$ cat config.mk
export PLATFORM = sky130hd
export DESIGN_NAME = seg_pipe_reg
export DESIGN_NICKNAME = d
export VERILOG_FILES = /design/src/rtl/seg_pipe_reg.sv
export SDC_FILE = /design/constraint.sdc
export NUM_CORES = 1
export LEC_CHECK = 0
export ABC_AREA = 1
export ABC_CLOCK_PERIOD_IN_PS = 1400
export CORE_MARGIN = 3
export CORE_UTILIZATION = 38
export DETAILED_ROUTE_END_ITERATION = 8
export MAX_ROUTING_LAYER = met4
export PLACE_DENSITY = 0.83
export SLEW_MARGIN = 30
export SYNTH_ARGS = -nofsm -noshare
export SYNTH_HDL_FRONTEND = slang
export SYNTH_SLANG_ARGS = --single-unit
$ cat constraint.sdc
create_clock -name i_clk -period 1.4 [get_ports i_clk]
set_input_delay 0.28 -clock i_clk [delete_from_list [all_inputs] [get_ports i_clk]]
set_output_delay 0.28 -clock i_clk [all_outputs]
set_load 0.02 [all_outputs]
$ cat src/rtl/seg_pipe_reg.sv
// seg_pipe_reg: pipeline segment register placed between two pipeline stages.
// Carries a DATA_W payload plus a CTRL_W control bundle over a valid/ready
// handshake. It adds flush (bubble insert), a debug clock-enable freeze and
// halt propagation. Once a HALT beat is accepted, further acceptance stops.
//
// Build option:
//   SEG_PIPE_SKID_EN  defined   -> two entries (head + skid). o_ready comes
//                                  only from registers. o_count is 0..2.
//                     undefined -> single head entry. o_ready also depends
//                                  combinationally on i_ready. o_count is
//                                  0..1.
//
// The head entry always drives the outputs. The control bundle and the halt
// flag are masked to zero whenever the slot is not valid, so a bubble can never
// commit architectural state downstream.
`timescale 1ns/1ps

module seg_pipe_reg #(
  parameter int DATA_W = 32,
  parameter int CTRL_W = 8
) (
  input  logic              i_clk,
  input  logic              i_reset_n,
  input  logic              i_clk_en,
  input  logic              i_flush,
  input  logic              i_valid,
  output logic              o_ready,
  input  logic [DATA_W-1:0] i_data,
  input  logic [CTRL_W-1:0] i_ctrl,
  input  logic              i_halt,
  output logic              o_valid,
  input  logic              i_ready,
  output logic [DATA_W-1:0] o_data,
  output logic [CTRL_W-1:0] o_ctrl,
  output logic              o_halt,
  output logic              o_halted,
  output logic [1:0]        o_count
);

  // Returns the control bundle only for an occupied slot; otherwise all zero.
  function automatic logic [CTRL_W-1:0] slot_ctrl(input logic              vld,
                                                   input logic [CTRL_W-1:0] ctrl);
    logic [CTRL_W-1:0] res;
    if (vld) begin
      res = ctrl;
    end else begin
      res = {CTRL_W{1'b0}};
    end
    return res;
  endfunction

  // Head entry: this is the beat currently presented downstream.
  logic              head_valid;
  logic [DATA_W-1:0] head_data;
  logic [CTRL_W-1:0] head_ctrl;
  logic              head_halt;
  logic              head_valid_nxt;
  logic [DATA_W-1:0] head_data_nxt;
  logic [CTRL_W-1:0] head_ctrl_nxt;
  logic              head_halt_nxt;

  // Bookkeeping state.
  logic halt_seen;      // a HALT beat was accepted; blocks further accepts
  logic halt_seen_nxt;
  logic halted;         // a HALT beat has left the segment (sticky)
  logic halted_nxt;
  logic rst_done;       // low until the first clock edge after reset release
  logic rst_done_nxt;

  // Handshake qualifiers.
  logic accept;
  logic emit;

  // The output slot is hidden while the debug unit freezes the segment.
  assign o_valid  = head_valid & i_clk_en;
  assign o_data   = head_data;
  assign o_ctrl   = slot_ctrl(o_valid, head_ctrl);
  assign o_halt   = o_valid & head_halt;
  assign o_halted = halted;

  assign accept = i_valid & o_ready;
  assign emit   = o_valid & i_ready;

`ifdef SEG_PIPE_SKID_EN

  // Skid entry: holds the overflow beat while the head is stalled.
  logic              skid_valid;
  logic [DATA_W-1:0] skid_data;
  logic [CTRL_W-1:0] skid_ctrl;
  logic              skid_halt;
  logic              skid_valid_nxt;
  logic [DATA_W-1:0] skid_data_nxt;
  logic [CTRL_W-1:0] skid_ctrl_nxt;
  logic              skid_halt_nxt;

  // Ready is built only from registered state, so i_ready does not feed it.
  assign o_ready = ~skid_valid & ~halt_seen & rst_done & i_clk_en;

  // The count is 2 whenever the skid entry is occupied, because the skid is
  // only ever filled behind a full head.
  assign o_count = skid_valid ? 2'd2 : (head_valid ? 2'd1 : 2'd0);

  // Next-state logic for head, skid and flags. Flush overrides every
  // transfer, and a frozen segment holds all of its state.
  always_comb begin
    head_valid_nxt = head_valid;
    head_data_nxt  = head_data;
    head_ctrl_nxt  = head_ctrl;
    head_halt_nxt  = head_halt;
    skid_valid_nxt = skid_valid;
    skid_data_nxt  = skid_data;
    skid_ctrl_nxt  = skid_ctrl;
    skid_halt_nxt  = skid_halt;
    halt_seen_nxt  = halt_seen;
    halted_nxt     = halted;
    rst_done_nxt   = rst_done;

    if (i_clk_en) begin
      rst_done_nxt = 1'b1;
      if (i_flush) begin
        head_valid_nxt = 1'b0;
        skid_valid_nxt = 1'b0;
        halt_seen_nxt  = 1'b0;
      end else begin
        if (accept && i_halt) begin
          halt_seen_nxt = 1'b1;
        end else begin
          halt_seen_nxt = halt_seen;
        end

        if (emit && o_halt) begin
          halted_nxt = 1'b1;
        end else begin
          halted_nxt = halted;
        end

        case ({skid_valid, head_valid})
          // Empty: an accepted beat lands directly in the head.
          2'b00: begin
            if (accept) begin
              head_valid_nxt = 1'b1;
              head_data_nxt  = i_data;
              head_ctrl_nxt  = i_ctrl;
              head_halt_nxt  = i_halt;
            end else begin
              head_valid_nxt = 1'b0;
            end
          end
          // One beat held.
          2'b01: begin
            if (accept && emit) begin
              head_data_nxt  = i_data;
              head_ctrl_nxt  = i_ctrl;
              head_halt_nxt  = i_halt;
            end else if (accept) begin
              skid_valid_nxt = 1'b1;
              skid_data_nxt  = i_data;
              skid_ctrl_nxt  = i_ctrl;
              skid_halt_nxt  = i_halt;
            end else if (emit) begin
              head_valid_nxt = 1'b0;
            end else begin
              head_valid_nxt = 1'b1;
            end
          end
          // Full: o_ready is low, so the only possible move is skid to head.
          2'b11: begin
            if (emit) begin
              head_data_nxt  = skid_data;
              head_ctrl_nxt  = skid_ctrl;
              head_halt_nxt  = skid_halt;
              skid_valid_nxt = 1'b0;
            end else begin
              skid_valid_nxt = 1'b1;
            end
          end
          // A skid beat with an empty head is not reachable. If it ever
          // occurs, promote the skid beat so that FIFO order is kept.
          default: begin
            head_valid_nxt = 1'b1;
            head_data_nxt  = skid_data;
            head_ctrl_nxt  = skid_ctrl;
            head_halt_nxt  = skid_halt;
            skid_valid_nxt = 1'b0;
          end
        endcase
      end
    end else begin
      rst_done_nxt = rst_done;
    end
  end

  // Skid entry storage, cleared asynchronously on reset.
  always_ff @(posedge i_clk or negedge i_reset_n) begin
    if (!i_reset_n) begin
      skid_valid <= 1'b0;
      skid_data  <= {DATA_W{1'b0}};
      skid_ctrl  <= {CTRL_W{1'b0}};
      skid_halt  <= 1'b0;
    end else begin
      skid_valid <= skid_valid_nxt;
      skid_data  <= skid_data_nxt;
      skid_ctrl  <= skid_ctrl_nxt;
      skid_halt  <= skid_halt_nxt;
    end
  end

`else

  // Single entry: the slot can refill in the same cycle that downstream takes
  // it, which makes ready depend combinationally on i_ready.
  assign o_ready = (~o_valid | i_ready) & ~halt_seen & rst_done & i_clk_en;

  assign o_count = {1'b0, head_valid};

  // Next-state logic for the single head entry and flags. Flush overrides
  // every transfer, and a frozen segment holds all of its state.
  always_comb begin
    head_valid_nxt = head_valid;
    head_data_nxt  = head_data;
    head_ctrl_nxt  = head_ctrl;
    head_halt_nxt  = head_halt;
    halt_seen_nxt  = halt_seen;
    halted_nxt     = halted;
    rst_done_nxt   = rst_done;

    if (i_clk_en) begin
      rst_done_nxt = 1'b1;
      if (i_flush) begin
        head_valid_nxt = 1'b0;
        halt_seen_nxt  = 1'b0;
      end else begin
        if (accept && i_halt) begin
          halt_seen_nxt = 1'b1;
        end else begin
          halt_seen_nxt = halt_seen;
        end

        if (emit && o_halt) begin
          halted_nxt = 1'b1;
        end else begin
          halted_nxt = halted;
        end

        if (accept) begin
          head_valid_nxt = 1'b1;
          head_data_nxt  = i_data;
          head_ctrl_nxt  = i_ctrl;
          head_halt_nxt  = i_halt;
        end else if (emit) begin
          head_valid_nxt = 1'b0;
        end else begin
          head_valid_nxt = head_valid;
        end
      end
    end else begin
      rst_done_nxt = rst_done;
    end
  end

`endif

  // Head entry storage, cleared asynchronously on reset.
  always_ff @(posedge i_clk or negedge i_reset_n) begin
    if (!i_reset_n) begin
      head_valid <= 1'b0;
      head_data  <= {DATA_W{1'b0}};
      head_ctrl  <= {CTRL_W{1'b0}};
      head_halt  <= 1'b0;
    end else begin
      head_valid <= head_valid_nxt;
      head_data  <= head_data_nxt;
      head_ctrl  <= head_ctrl_nxt;
      head_halt  <= head_halt_nxt;
    end
  end

  // Halt tracking and the post-reset ready qualifier.
  always_ff @(posedge i_clk or negedge i_reset_n) begin
    if (!i_reset_n) begin
      halt_seen <= 1'b0;
      halted    <= 1'b0;
      rst_done  <= 1'b0;
    end else begin
      halt_seen <= halt_seen_nxt;
      halted    <= halted_nxt;
      rst_done  <= rst_done_nxt;
    end
  end

endmodule

==> metrics.yaml, run 1 <==
logic_synthesis:
  ys_warn_count: 0
  synth_compound_area_share_pct: 0.9340
  synth-xor-area-share_pct: 0
  synth_top_area_share_pct: 56.04
  yosysSeqAreaShare_pct: 56.04
  synth_area_um2: 2009
  synth.largest_area_cell: "dfrtp_1"
  ys_top_cells_by_area: "dfrtp_1, nand2_1, nand4_1"
  synth.avg_cell_area_um2: 8.699
  post_synth_mux_area_share_pct: 0
  synth_simple_gate_area_share_pct: 34.06
  synthCells: 231
  synth_top_family_by_area: "simple AND/OR/NAND/NOR gates"
  ys_ff_latch: 45
  ys_types: 19
  yosys.area_share.adder_pct: 0
  syn_nets: 278
worst_setup_path:
  critPathLaunchType: "flop"
  worstPathMaxFanout: 7
  cp_data_arrival_time_ns: 1.16
  setup.worst_path.end_class: "output pin"
  worst-endpoint-required_ns: 1.12
  worstSetupPathType: "flop to output pin"
global_route:
  met1_usage_pct: 23.29
  antenna_found_initial: 0
  grt-busiest-layer: "met2"
  grt_pass1_wl_um: 8928
  grt_pass1_vias: 1883
  overflow: 0
  grt_util_met2_pct: 30.65
  grt_max_degree: 46
  track_usage_pct: 18.63
  use_met3_pct: 4.535
floorplan:
  rows: 25
  core_um2: 4911
  die_w_um: 78.72
  die_h_um: 78.72
  start_util_pct: 40.92
  pin_count: 93
  die-area_um2: 6197
placement:
  dp_slack_ns: -0.7799
  place.gp.congestion: 0.7870
  portBuffers: 91
  dp_hpwl_um: 3891
routing:
  first_pass_iters: 4
  route.detailed.drc: 0
  via_count: 1928
  wl_per_cell_um: 14.11
  ant_nets: 0
  drt-initial-drc-count: 72
  avgViaCountPerCell: 4.881
  routed_wl_um: 5572
timing:
  fmax_ghz: 0.6942
  hold_violations: 0
  report.final.setup_viol: 8
  fin_crit_sh_pct: 102.9
  grt_setup_unrepaired: "true"
  period_needed_ns: 1.441
  finalClockSkew_ns: 0.006293
  timing.final.ws_setup_ns: -0.04061
  drv_slew: 0
status:
  violations: "negative setup slack"
  status: "complete, but fails checks"
power:
  p_per_area_nw_per_um2: 1237
  leakagePower_nw: 1.671
  vdd_ir_drop_max_uv: 594.9
  p_total_mw: 3.976
clocking:
  clk_pin_slew_ns: 0.08
  cts_tree: "built"
  cts_max_level: 2
  clockBufferDepth: 2
  clockRootBuffer: "clkbuf_8"
  clkSinkCount: 45
  numCtsBuffers: 5
  clk_latency_ns: 0.29
flow_run:
  drv_cap: 0
layout:
  antennaDiodeCount: 0
  final_nets: 374
  drive_gt1_share_pct: 15.85
  area_growth_pct: 59.96
min_path:
  hp-class: "flop to flop"
[cell families (layout without fill, tap and decap cells)]
| family | Yosys count | count (layout) |
|---|---|---|
| AND/OR/NAND/NOR | 147 | 147 |
| flip-flops | 45 | 45 |
| AO/OA/AOI/OAI | 3 | 3 |
| other | 1 | 1 |
| buffers and inverters | 35 | 132 |
[layer usage]
metal	vias up	share of wire [%]
met2	70	51
met1	904	42
li1	949	-
met5	-	0
met3	5	6.1
met4	0	0.72
[placed cells by master (no fill, tap or decap), types with 7 or more instances in the layout]
cell type	synthesis	layout
nand2_1	88	86
clkdlybuf4s50_1	0	43
buf_12	0	7
dlygate4sd2_1	0	34
nor2_4	1	7
inv_1	13	13
buf_4	2	10
nand4_1	42	42
dfrtp_1	45	45
buf_6	4	10
[final cells by class]
cell class / count / area, µm²
clock buffer: 6 / 72.57
multi-input combinational: 151 / 769.5
inverter: 15 / 56.30
tap: 67 / 83.83
timing repair buffer: 109 / 1096
clock inverter: 2 / 10.01
fill: 427 / 1697
sequential: 45 / 1126
[registers in the layout, indices dropped and copies added, names as in the netlist]
name / count
head_halt: 1
head_ctrl: 8
o_halted: 1
head_valid: 1
rst_done: 1
halt_seen: 1
o_data: 32
[where the power goes]
| group | total (mW) | internal, mW | switching, mW |
|---|---|---|---|
| Combinational | 1.45 | 0.616 | 0.833 |
| Sequential | 1.77 | 1.61 | 0.165 |
| Clock | 0.755 | 0.346 | 0.409 |
| Total | 3.98 | 2.57 | 1.41 |
[metrics by stage]
| stage | TNS (ns) | hold WS (ns) | cells | util (%) | cell area (µm²) |
|---|---|---|---|---|---|
| CTS | -0.4856 | 0.4728 | 394 | 64.28 | 3157 |
| floorplan | 0 | -0.01559 | 231 | - | 2009 |
| global placement | -29.06 | 0.2762 | 384 | 62.09 | 3049 |
| global route | -0.9104 | 0.4876 | 395 | 65.45 | 3214 |
| finish | -0.2401 | 0.4725 | 395 | 65.45 | 3214 |
| detailed placement | -32.41 | 0.2805 | 384 | 62.09 | 3049 |
[worst paths after layout]
check | startpoint | to | slack (ns) | cells past startpoint
max | head_valid | o_ctrl[7] | -0.04 | 4
min | o_data[27] | o_data[27] | 0.47 | 2
max reg2reg | head_valid | o_data[13] | 0.05 | 8
min reg2reg | o_data[27] | o_data[27] | 0.47 | 2
max in group asynchronous | i_reset_n | head_ctrl[4] | 0.68 | 3
min in group asynchronous | i_reset_n | o_data[25] | 0.50 | 3
[critical path, stage by stage (launching register included)]
cell	delay, ns
dfrtp_1	0.40
nand2_4	0.10
buf_12	0.16
nor2_4	0.09
buf_6	0.12
[cells in the mapped netlist]
| library cell | number |
|---|---|
| a21oi_1 | 1 |
| a31o_1 | 1 |
| buf_1 | 2 |
| buf_2 | 6 |
| buf_4 | 2 |
| buf_6 | 4 |
| clkbuf_1 | 6 |
| conb_1 | 1 |
| dfrtp_1 | 45 |
| inv_1 | 13 |
| inv_2 | 2 |
| nand2_1 | 88 |
| nand3_1 | 3 |
| nand3_4 | 1 |
| nand4_1 | 42 |
| nor2_1 | 11 |
| nor2_4 | 1 |
| o21ai_0 | 1 |
| or2_1 | 1 |
[timing repair]
action / in CTS / in global routing
hold buffers: 1 / 0
endpoints found under the hold margin: 45 / 0
pin swaps: 1 / 1
gates resized for setup: 112 / 16
setup endpoints to repair: 87 / 53
setup buffers: 1 / 1
Power figures use the tool's default switching activity.
==> inputs of run 2 (changes only) <==
Settings changed: PLACE_DENSITY 0.83 to 0.75.
==> run 2 against run 1 <==
The run still ends with negative setup slack left; clock skew decreased by 0.0011 ns; sequential share of layout area decreased by 2.3 points; setup slack got worse by 0.0078 ns; power increased by 5.0%; die area unchanged; critical path depth unchanged; worst hold slack got worse by 0.0036 ns; maximum frequency decreased by 0.54%; sequential cell count unchanged; critical path type unchanged; largest cell class is now buffers.
==> metrics.yaml, run 2 (synthesized netlist as in run 1, its figures left out) <==
floorplan:
  die-area_um2: 6197  # unchanged
  pin_count: 93  # unchanged
  core_um2: 4911  # unchanged
  start_util_pct: 40.92  # unchanged
  rows: 25  # unchanged
  die_h_um: 78.72  # unchanged
  die_w_um: 78.72  # unchanged
global_route:
  overflow: 0  # unchanged
  grt_pass1_wl_um: 9087  # +1.8%
  antenna_found_initial: 0  # unchanged
  grt_pass1_vias: 1896  # +0.69%
  track_usage_pct: 19.11  # +0.48 points
  grt_max_degree: 46  # unchanged
placement:
  dp_slack_ns: -0.7140  # +0.06597 ns
  dp_hpwl_um: 3867  # -0.62%
  place.gp.congestion: 0.7656  # -2.7%
  portBuffers: 91  # unchanged
  placed_area_um2: 3049  # unchanged
layout:
  final_nets: 385  # +2.9%
  layout_commonest_cell: "nand2_1"
  fin_area_um2: 3442  # +7.1%
  final_cell_mix: "nand2_1, dfrtp_1, nand4_1, clkdlybuf4s50_1, dlygate4sd2_1"
  largest_register_ffs: 32  # unchanged
  area_growth_pct: 71.30
  drive_gt1_share_pct: 24.19  # +8.3 points
  antennaDiodeCount: 0  # unchanged
  final_util_pct: 70.09  # +4.6 points
routing:
  route.detailed.drc: 0  # unchanged
  wl_per_cell_um: 14.77  # +4.7%
  via_count: 1974  # +2.4%
  ant_nets: 0  # unchanged
  avgViaCountPerCell: 4.862  # -0.39%
  routed_wl_um: 5995  # +7.6%
  drt-initial-drc-count: 55  # -24%
  first_pass_iters: 4  # unchanged
timing:
  finalClockSkew_ns: 0.005231  # -0.001062 ns
  period_needed_ns: 1.448  # +0.007840 ns
  fin_crit_sh_pct: 103.5  # +0.56 points
  report.final.setup_viol: 9  # +1
  hold_violations: 0  # unchanged
  timing.final.ws_setup_ns: -0.04845  # -0.007841 ns
  drv_slew: 0  # unchanged
  finalSetupTns_ns: -0.3090  # -0.06900 ns
  grt_setup_unrepaired: "true"
  fmax_ghz: 0.6904  # -0.54%
clocking:
  clk_latency_ns: 0.30  # about the same
  cts_max_level: 2  # unchanged
  clockRootBuffer: "clkbuf_8"
  clkSinkCount: 45  # unchanged
  clk_pin_slew_ns: 0.08  # about the same
  cts_tree: "built"
  numCtsBuffers: 5  # unchanged
  clockBufferDepth: 2  # unchanged
worst_setup_path:
  worst-endpoint-required_ns: 1.12  # about the same
  worstSetupPathType: "flop to output pin"
  r2r_setup_slack_ns: 0.01  # -0.04 ns
  worstRegToRegCells: 8  # unchanged
  setup.worst_path.end_class: "output pin"
  worstPathMaxFanout: 8  # +1
  reg2reg_from: "head_valid"
  critPathLaunchType: "flop"
  cp_data_arrival_time_ns: 1.17  # about the same
  r2r_end: "o_data[23]"
  startpoint: "head_valid"
min_path:
  whs_path_depth: 2  # unchanged
  min_to: "o_data[20]"
  hp-class: "flop to flop"
  holdCritStartpoint: "o_data[20]"
power:
  swShare_pct: 36.15  # +0.75 points
  p_total_mw: 4.173  # +5.0%
  vdd_ir_drop_max_uv: 756.5  # +27%
  p_comb_share_pct: 38.0  # +1.5 points
  p_clk_share_pct: 18.7  # -0.3 points
  leakagePower_nw: 1.764  # +5.6%
  p_int_mw: 2.664  # +3.8%
  netSwitchingPower_mw: 1.509  # +7.2%
  p_per_area_nw_per_um2: 1212  # -2.0%
  power_frac_seq_pct: 43.2  # -1.3 points
flow_run:
  drv_cap: 0  # unchanged
status:
  violations: "negative setup slack"
  status: "complete, but fails checks"
[run 2: cell types whose count changed in the layout (fill, tap and decap cells not counted), moves of 2 or more]
cell and delta:
nand2_1 -16, nor2_4 +2, nand2_4 +4, buf_6 +5
nor2_1 -2, nand2_2 +12, buf_12 -3, clkbuf_16 +3
buf_4 +5
[run 2: worst max path at each step]
stage | to | slack (ns) | cells past startpoint
2_1_floorplan | o_ready | 0.15 | 4
3_3_place_gp | o_ctrl[6] | -0.66 | 5
3_5_place_dp | o_ctrl[2] | -0.71 | 5
4_1_cts | o_ctrl[2] | -0.11 | 4
5_1_grt | o_ctrl[5] | -0.11 | 4
6_report | o_ctrl[5] | -0.05 | 4
[run 2: timing repair]
action | CTS | global route
cloned | 0 | 4
endpoints found under the hold margin | 45 | 0
resized for setup | 119 | 42
endpoints found under the setup margin | 87 | 52
pin swaps | 2 | 5
setup buffers | 1 | 3
hold buffers | 1 | 0
[run 2: critical path: stages (launching register included)]
cell and delay [ns]:
dfrtp_1 0.39, nand2_4 0.10, buf_12 0.17, nor2_2 0.09, buf_6 0.12
[run 2: per-layer routing]
layer | GRT usage [%] | vias up | wire length, µm | share of wire [%]
met1 | 23.00 | 926 | 2473 | 41
met5 | - | - | 0 | 0
met2 | 31.15 | 69 | 3005 | 50
met4 | 5.420 | 0 | 55 | 0.92
met3 | 5.896 | 6 | 462 | 7.7
li1 | - | 973 | - | -
[run 2: final cells by class]
cell class	instances	area (µm²)
fillers	378	1469
repair buffers	120	1245
clock buffers	5	68.82
clock inverters	3	17.52
flip-flops and latches	45	1126
multi-input cells	151	844.6
well taps	67	83.83
inverters	15	56.30
[run 2: through the flow]
step,hold slack (ns),std cells
after detailed placement,0.2797,389
after floorplan,-0.01559,231
after CTS,0.4177,399
final,0.4689,406
after global placement,0.2762,389
after global routing,0.4735,406
[run 2: power by group through the flow]
stage	Clock (mW)	Combinational (mW)	Sequential, mW
2_1_floorplan	0	0.427	2.08
3_3_place_gp	0	1.51	1.78
3_5_place_dp	0	1.54	1.80
4_1_cts	0.811	1.43	1.77
5_1_grt	0.853	1.72	1.85
6_report	0.782	1.59	1.80
==> inputs of run 3 (changes only) <==
Settings changed: HOLD_SLACK_MARGIN set to 0.1.
==> results of run 3 <==
Final layout, timing and power as in run 2 (identical DEF).
